**src/rtl/counter_pkg.sv**
```systemverilog
// ----------------------------------------------------------------------------
// counter_pkg
// Shared types and constants for the reloadable down-counter (counter_reload)
// and its datapath (counter_dec).
//   mode_e  : load-time mode, one-shot or periodic
//   state_e : control FSM state, IDLE (disarmed) or RUN (armed)
//   IMPL_*  : codes for the IMPLEMENTATION parameter of the datapath
// ----------------------------------------------------------------------------
package counter_pkg;

    typedef enum logic {
        MODE_ONESHOT  = 1'b0,
        MODE_PERIODIC = 1'b1
    } mode_e;

    typedef enum logic {
        IDLE = 1'b0,
        RUN  = 1'b1
    } state_e;

    // Decrement as cnt - ena (enable folded into the carry-in).
    localparam int IMPL_CARRY = 0;
    // Decrement via an enable-gated register (mux between hold and cnt-1).
    localparam int IMPL_MUX   = 1;

endpackage : counter_pkg

```
**src/rtl/counter_dec.sv**
```systemverilog
// ----------------------------------------------------------------------------
// counter_dec
// WIDTH-bit down-counter datapath with synchronous load, decrement enable and
// zero detect. Two structurally different but cycle-identical decrement
// styles are selectable through IMPLEMENTATION.
// Ports:
//   clk        in   clock, rising edge
//   rst        in   synchronous active-high reset, clears the count
//   load_i     in   load load_val_i (has priority over dec_i)
//   load_val_i in   value to load
//   dec_i      in   decrement by one; caller guarantees cnt_o != 0
//   cnt_o      out  current count
//   zero_o     out  cnt_o == 0
// ----------------------------------------------------------------------------
module counter_dec
    import counter_pkg::*;
#(
    parameter int WIDTH          = 32,
    parameter int IMPLEMENTATION = IMPL_CARRY
) (
    input  logic             clk,
    input  logic             rst,
    input  logic             load_i,
    input  logic [WIDTH-1:0] load_val_i,
    input  logic             dec_i,
    output logic [WIDTH-1:0] cnt_o,
    output logic             zero_o
);

    logic [WIDTH-1:0] cnt_q;
    logic [WIDTH-1:0] cnt_d;

    generate
        if (IMPLEMENTATION == IMPL_CARRY) begin : g_carry
            // Enable enters as the subtrahend LSB, so no hold mux is needed.
            always_comb begin
                cnt_d = cnt_q - WIDTH'(dec_i);
                if (load_i) cnt_d = load_val_i;
            end
        end else if (IMPLEMENTATION == IMPL_MUX) begin : g_mux
            always_comb begin
                cnt_d = cnt_q;
                if (load_i)     cnt_d = load_val_i;
                else if (dec_i) cnt_d = cnt_q - WIDTH'(1);
            end
        end else begin : g_bad
            $fatal(1, "counter_dec: unsupported IMPLEMENTATION %0d", IMPLEMENTATION);
            assign cnt_d = cnt_q;
        end
    endgenerate

    always_ff @(posedge clk) begin
        if (rst) cnt_q <= '0;
        else     cnt_q <= cnt_d;
    end

    assign cnt_o  = cnt_q;
    assign zero_o = (cnt_q == '0);

endmodule : counter_dec

```
**src/rtl/counter_reload.sv**
```systemverilog
// ----------------------------------------------------------------------------
// counter_reload
// Reloadable down-counter timer. A load arms the counter with val and a mode;
// each enabled cycle in RUN counts down, and the enabled cycle at zero is the
// terminal cycle (pls). Periodic mode reloads the captured value, one-shot
// mode disarms and parks at zero. The period is val+1 enabled cycles.
// Optional feature: define COUNTER_RELOAD_STATUS_EN to get a sticky terminal
// flag on sts (cleared by clr); otherwise sts is tied low and clr is ignored.
// Parameters:
//   WIDTH          counter / load value width
//   IMPLEMENTATION datapath style, IMPL_CARRY (0) or IMPL_MUX (1)
// Ports:
//   clk  in   clock, rising edge
//   rst  in   synchronous active-high reset (highest priority)
//   ena  in   count enable
//   ld   in   load/arm strobe (priority over ena)
//   val  in   load value
//   mod  in   mode captured at load: 0 one-shot, 1 periodic
//   clr  in   sticky status clear
//   cnt  out  current count
//   bsy  out  armed (state RUN)
//   pls  out  terminal pulse, combinational
//   sts  out  sticky terminal flag
// ----------------------------------------------------------------------------
module counter_reload
    import counter_pkg::*;
#(
    parameter int WIDTH          = 32,
    parameter int IMPLEMENTATION = IMPL_CARRY
) (
    input  logic             clk,
    input  logic             rst,
    input  logic             ena,
    input  logic             ld,
    input  logic [WIDTH-1:0] val,
    input  logic             mod,
    input  logic             clr,
    output logic [WIDTH-1:0] cnt,
    output logic             bsy,
    output logic             pls,
    output logic             sts
);

    state_e           state_q;
    logic [WIDTH-1:0] rld_q;
    mode_e            mod_q;

    logic             run;
    logic             zero;
    logic             term;
    logic             reload;
    logic             dec_load;
    logic [WIDTH-1:0] dec_val;
    logic             dec_en;

    assign run  = (state_q == RUN);
    // Terminal cycle; masked during reset so an aborted run emits no pulse.
    assign term = run & ena & zero & ~rst;

    // A coinciding load overrides the periodic reload.
    assign reload   = term & ~ld & (mod_q == MODE_PERIODIC);
    assign dec_load = ld | reload;
    assign dec_val  = ld ? val : rld_q;
    // Decrement only above zero: the zero cycle is handled by reload/disarm.
    assign dec_en   = run & ena & ~zero & ~ld;

    counter_dec #(
        .WIDTH         (WIDTH),
        .IMPLEMENTATION(IMPLEMENTATION)
    ) u_dec (
        .clk       (clk),
        .rst       (rst),
        .load_i    (dec_load),
        .load_val_i(dec_val),
        .dec_i     (dec_en),
        .cnt_o     (cnt),
        .zero_o    (zero)
    );

    // Control FSM with reload value and captured mode.
    always_ff @(posedge clk) begin
        if (rst) begin
            state_q <= IDLE;
            rld_q   <= '0;
            mod_q   <= MODE_ONESHOT;
        end else if (ld) begin
            state_q <= RUN;
            rld_q   <= val;
            mod_q   <= mode_e'(mod);
        end else if (term && mod_q == MODE_ONESHOT) begin
            state_q <= IDLE;
        end
    end

    assign bsy = run;
    assign pls = term;

`ifdef COUNTER_RELOAD_STATUS_EN
    logic sts_q;

    // Set wins over clear when both happen in the same cycle.
    always_ff @(posedge clk) begin
        if (rst)       sts_q <= 1'b0;
        else if (term) sts_q <= 1'b1;
        else if (clr)  sts_q <= 1'b0;
    end

    assign sts = sts_q;
`else
    logic unused_clr;
    assign unused_clr = clr;
    assign sts        = 1'b0;
`endif

endmodule : counter_reload

```
**config.mk**
```make
export PLATFORM = sky130hd
export DESIGN_NAME = counter_reload
export DESIGN_NICKNAME = d
export VERILOG_FILES = /design/src/rtl/counter_pkg.sv /design/src/rtl/counter_dec.sv /design/src/rtl/counter_reload.sv
export SDC_FILE = /design/constraint.sdc
export NUM_CORES = 1
export LEC_CHECK = 0
export CAP_MARGIN = 20
export CORE_UTILIZATION = 45
export DETAILED_ROUTE_END_ITERATION = 16
export GPL_TIMING_DRIVEN = 0
export PLACE_DENSITY = 0.72
export SYNTH_ARGS = -nofsm -noshare
export SYNTH_HDL_FRONTEND = slang
export SYNTH_HIERARCHICAL = 1
export SYNTH_SLANG_ARGS = --single-unit
```
**constraint.sdc**
```tcl
create_clock -name clk -period 5.3 [get_ports clk]
set_input_delay 1.325 -clock clk [delete_from_list [all_inputs] [get_ports clk]]
set_output_delay 1.325 -clock clk [all_outputs]
set_load 0.02 [all_outputs]
```
# Word-level counts from Yosys, hierarchy flattened

Cells that the tools add are included.

Reduce and logical (&&, ||, !) cells: 3
Bitwise gates (word level): 12
Multiplexer cells: 4
Add/subtract/negate cells: 1

Operators with widths:

| cell                                          | number |
|---|---|
| 32-bit two-way mux                            | 2 |
| 32-bit logical NOT                            | 1 |
| 32-bit by 1-bit subtractor with 32-bit output | 1 |
| 1-bit AND                                     | 7 |
| 1-bit inverter                                | 4 |
| 1-bit two-way mux                             | 2 |
| 2-bit nonzero test                            | 1 |
| 1-bit logical AND                             | 1 |
| 1-bit OR                                      | 1 |

Input bits: 38
Output and inout port bits: 35
Flip-flop bits (word level): 66

# Logic depth before layout (Yosys ltp)

Depth after elaboration: 7
Mapped depth: 12
Mapped depth without buffers: 10

# Modules after synthesis

The synthesis kept the hierarchy.

Modules (own cells, without submodules):

| module         | cells each | seq. area each (um^2) | instances | area each (um^2) |
|---|---|---|---|---|
| counter_dec    | 227        | 640.6                 | 1         | 1,843.0 |
| counter_reload | 116        | 680.7                 | 1         | 1,458.9 |

# Worst setup path after synthesis

Ideal clock, no wire load.

Path type: input -> register
Start point: input ld
End point: register u_dec.cnt_q[30] (netlist: u_dec/cnt_o[30])
Data arrival time: 3.683 ns
Buffers on the path: 3
Stages: 10
Required time: 5.238 ns
Slack: 1.555 ns
Library setup time: 0.062 ns
Cells stage by stage: buf_6 buf_6 nor3_1 ha_1 ha_1 nor3b_1 nand3_1 clkbuf_1 or4_1 nand3_1

Elaborated cells on any way between the ends: 8

RTL lines:

| item                                          | line                 | text |
|---|---|---|
| start: declaration                            | counter_reload.sv:34 | `input logic ld,` |
| 1-bit inverter                                | counter_reload.sv:65 | `assign dec_en = run & ena & ~zero & ~ld;` |
| 1-bit AND                                     | counter_reload.sv:65 |  |
| net dec_en                                    | counter_reload.sv:54 | `logic dec_en;` |
| 32-bit by 1-bit subtractor with 32-bit output | counter_dec.sv:37    | `cnt_d = cnt_q - WIDTH'(dec_i);` |
| 32-bit two-way mux                            | counter_dec.sv:38    | `if (load_i) cnt_d = load_val_i;` |
| end signal: assignment                        | counter_dec.sv:54    | `else cnt_q <= cnt_d;` |
| end: declaration                              | counter_dec.sv:30    | `logic [WIDTH-1:0] cnt_q;` |

The timed path passes the listed nets, and every way through them passes these cells.
A chain may end at the register's enable or synchronous reset.

# Final worst setup path

Start point: register u_dec.cnt_q[12] (netlist: u_dec/cnt_o[12])
End point: output pls

Cells in the longest elaborated chain, start to end: 3

RTL lines:

| item                    | line                 | text |
|---|---|---|
| 32-bit logical NOT      | counter_dec.sv:58    | `assign zero_o = (cnt_q == '0);` |
| net zero                | counter_reload.sv:49 | `logic zero;` |
| 1-bit AND (2 in series) | counter_reload.sv:58 | `assign term = run & ena & zero & ~rst;` |
| end: declaration        | counter_reload.sv:40 | `output logic pls,` |

The timed path passes the listed nets, and every way through them passes these cells.

==> out/metrics.yaml <==
ios: 73
seq_area_frac_synth_pct: 40.02
diodes: 0
critPathTopFamily: "simple AND/OR/NAND/NOR gates"
final_nets: 463
grt-ovfl-total: 0
rows: 30
dieWidth_um: 87.66
hold_violations: 0
final_cell_mix: "clkdlybuf4s50_1, dfxtp_1, nor2b_1"
drtPass1Iterations: 4
cts.sinks: 66
tightest_slew_ns: 0.8716
min_period_ns: 4.636
path_max_fanout: 10
placeableCoreArea_um2: 6944
fin_area_um2: 4283
placed_cell_area_um2: 4113
synth_top_area_share_pct: 40.02
drtAntennaViolNets: 0
htree_num_levels: 3
via_per_inst: 5.583
status: "completed"
portBuffers: 69
crit_path_start_kind: "register"
fp.dieArea_um2: 7684
num_vias: 2920
cts_buffers: 9
drive_gt1_share_pct: 13.58
netlist_area_um2: 3302
critical_path_class: "register to output pin"
dp_hpwl_mm: 5.993
dp.cells: 508
clk_pin_slew_worst_paths_ns: 0.07
wl_mm: 8.696
dp_slack_ns: 0.6268
critPathRequiredTime_ns: 3.97
power_mw: 1.192
finalSetupViolations: 0
slowest_delay_ns: 0.61
drc_errors: 0
wl_per_cell_um: 16.63
hold_class: "register to register"
start_util_pct: 47.55
cp_cell_sequence: "nor4_2, nand3_1, clkbuf_1, nor4_1, and4b_1, clkdlybuf4s50_1"
grtUsageTotal_pct: 23.89
holdWs_ns: 0.5391
synth_flop_cell: "dfxtp_1"
cts_repair_resize_count: 0
fmaxAchievable_mhz: 215.7
ys_warn_count: 6
grt_pass1_vias: 2773
cts_hold_buf: 0
arrival_ns: 3.31
layout_commonest_cell: "clkdlybuf4s50_1"
p_per_area_nw_per_um2: 278.4
synth_enable_flop_cells: 0
synth_area_leaders: "dfxtp_1, mux2_4, nor2b_1"
fin_ws_ns: 0.6641
ys_seq_elements: 66
clockBufferDepth: 2
slew_headroom_pct: 41.77
finalWeightedCongestion: 0.8397
max-cap-violations: 0
synth.net_count: 383
yosysTopAreaCell: "dfxtp_1"
synthToLayoutAreaGrowth_pct: 29.71
slowest_stage: "clkdlybuf4s50_1"
die_y_um: 87.66
drt_iter0_drc: 200
fin_crit_sh_pct: 87.47
grt_max_degree: 11
ys_types: 49
ir_worst_vdd_mv: 0.1864
final_core_util_pct: 61.68
rsz0062_at_grt: "false"
synth-async-reset-ratio_pct: 0
p_leak_nw: 1.620
grt_pass1_wl_mm: 13.74
layout.cells.non_filler: 523
path_buf_inv: 2
finalSetupTns_ns: 0
clock_skew_ns: 0.008775
maxSlewViolCount: 0
netlist_instances: 343
cts-root-buf: "clkbuf_8"
synth.avg_cell_area_um2: 9.627
clkLatencyLatePin_ns: 0.35
cts_tree: "yes"
antenna_found_initial: 0
post_cts_buffers: 0
end_kind: "output pin"
synth_stat cells, types with 7 or more instances:
cell       n
clkbuf_1  16
nor3_1    10
nor2b_1   36
a311oi_1  15
or3_1     11
mux2_2     7
nand2_1    9
nor2_1    33
o21ai_0   10
dfxtp_1   66
or4_1     10
a211oi_1   7
nand4_1    7
mux2_4    25
o31ai_1    7
logic make-up (layout without fill, tap and decap cells):
logic type | Yosys count | after routing | share of synthesized area [%]
compound gates | 60 | 60 | 13.72
xor+xnor | 8 | 8 | 2.122
fa+ha+maj | 2 | 2 | 0.7577
buf+inv | 29 | 113 | 4.358
flops | 66 | 66 | 40.02
mux | 33 | 33 | 14.06
other cells | 1 | 1 | 0.1136
simple gates | 144 | 144 | 24.86
state kept, by name, indices dropped and copies added, names as in the netlist:
name	count
mod_q	1
rld_q	32
bsy	1
u_dec/cnt_o	32
report_power, final:
group	switching (mW)	total [mW]	internal [mW]
registers	0.0304	0.560	0.529
logic	0.125	0.255	0.130
clock network	0.187	0.377	0.190
total	0.342	1.19	0.850
tightest hold or removal path: stages, from the launching register on:
cell and delay [ns]:
dfxtp_1 0.35, mux2i_1 0.08, nor2_1 0.08
per-layer routing:
metal	vias up	part of all wire, %	global-route usage (%)
li1	1422	-	-
met2	125	44	36.86
met1	1356	46	30.91
met5	-	0	0
met3	17	7.9	6.786
met4	0	2.2	11.18
worst paths after layout:
kind / endpoint / cells after the start / start / slack [ns]
hold reg to reg: mod_q$_SDFFE_PP0P_ / 2 / mod_q$_SDFFE_PP0P_ / 0.54
setup reg to reg: u_dec/cnt_o[16]$_SDFF_PP0_ / 12 / u_dec/cnt_o[12]$_SDFF_PP0_ / 1.14
setup / recovery: pls / 6 / u_dec/cnt_o[12]$_SDFF_PP0_ / 0.66
hold / removal: mod_q$_SDFFE_PP0P_ / 2 / mod_q$_SDFFE_PP0P_ / 0.54
final cells by class:
cell class	instances	area, µm²
inverters	5	18.77
well taps	96	120.1
plain buffers	24	125.1
flip-flops and latches	66	1321
multi-input cells	248	1837
clock buffers	12	155.1
repair buffers	69	690.7
clock inverters	3	15.01
fillers	602	2661
Note: power is estimated with default switching activity, not from simulation.
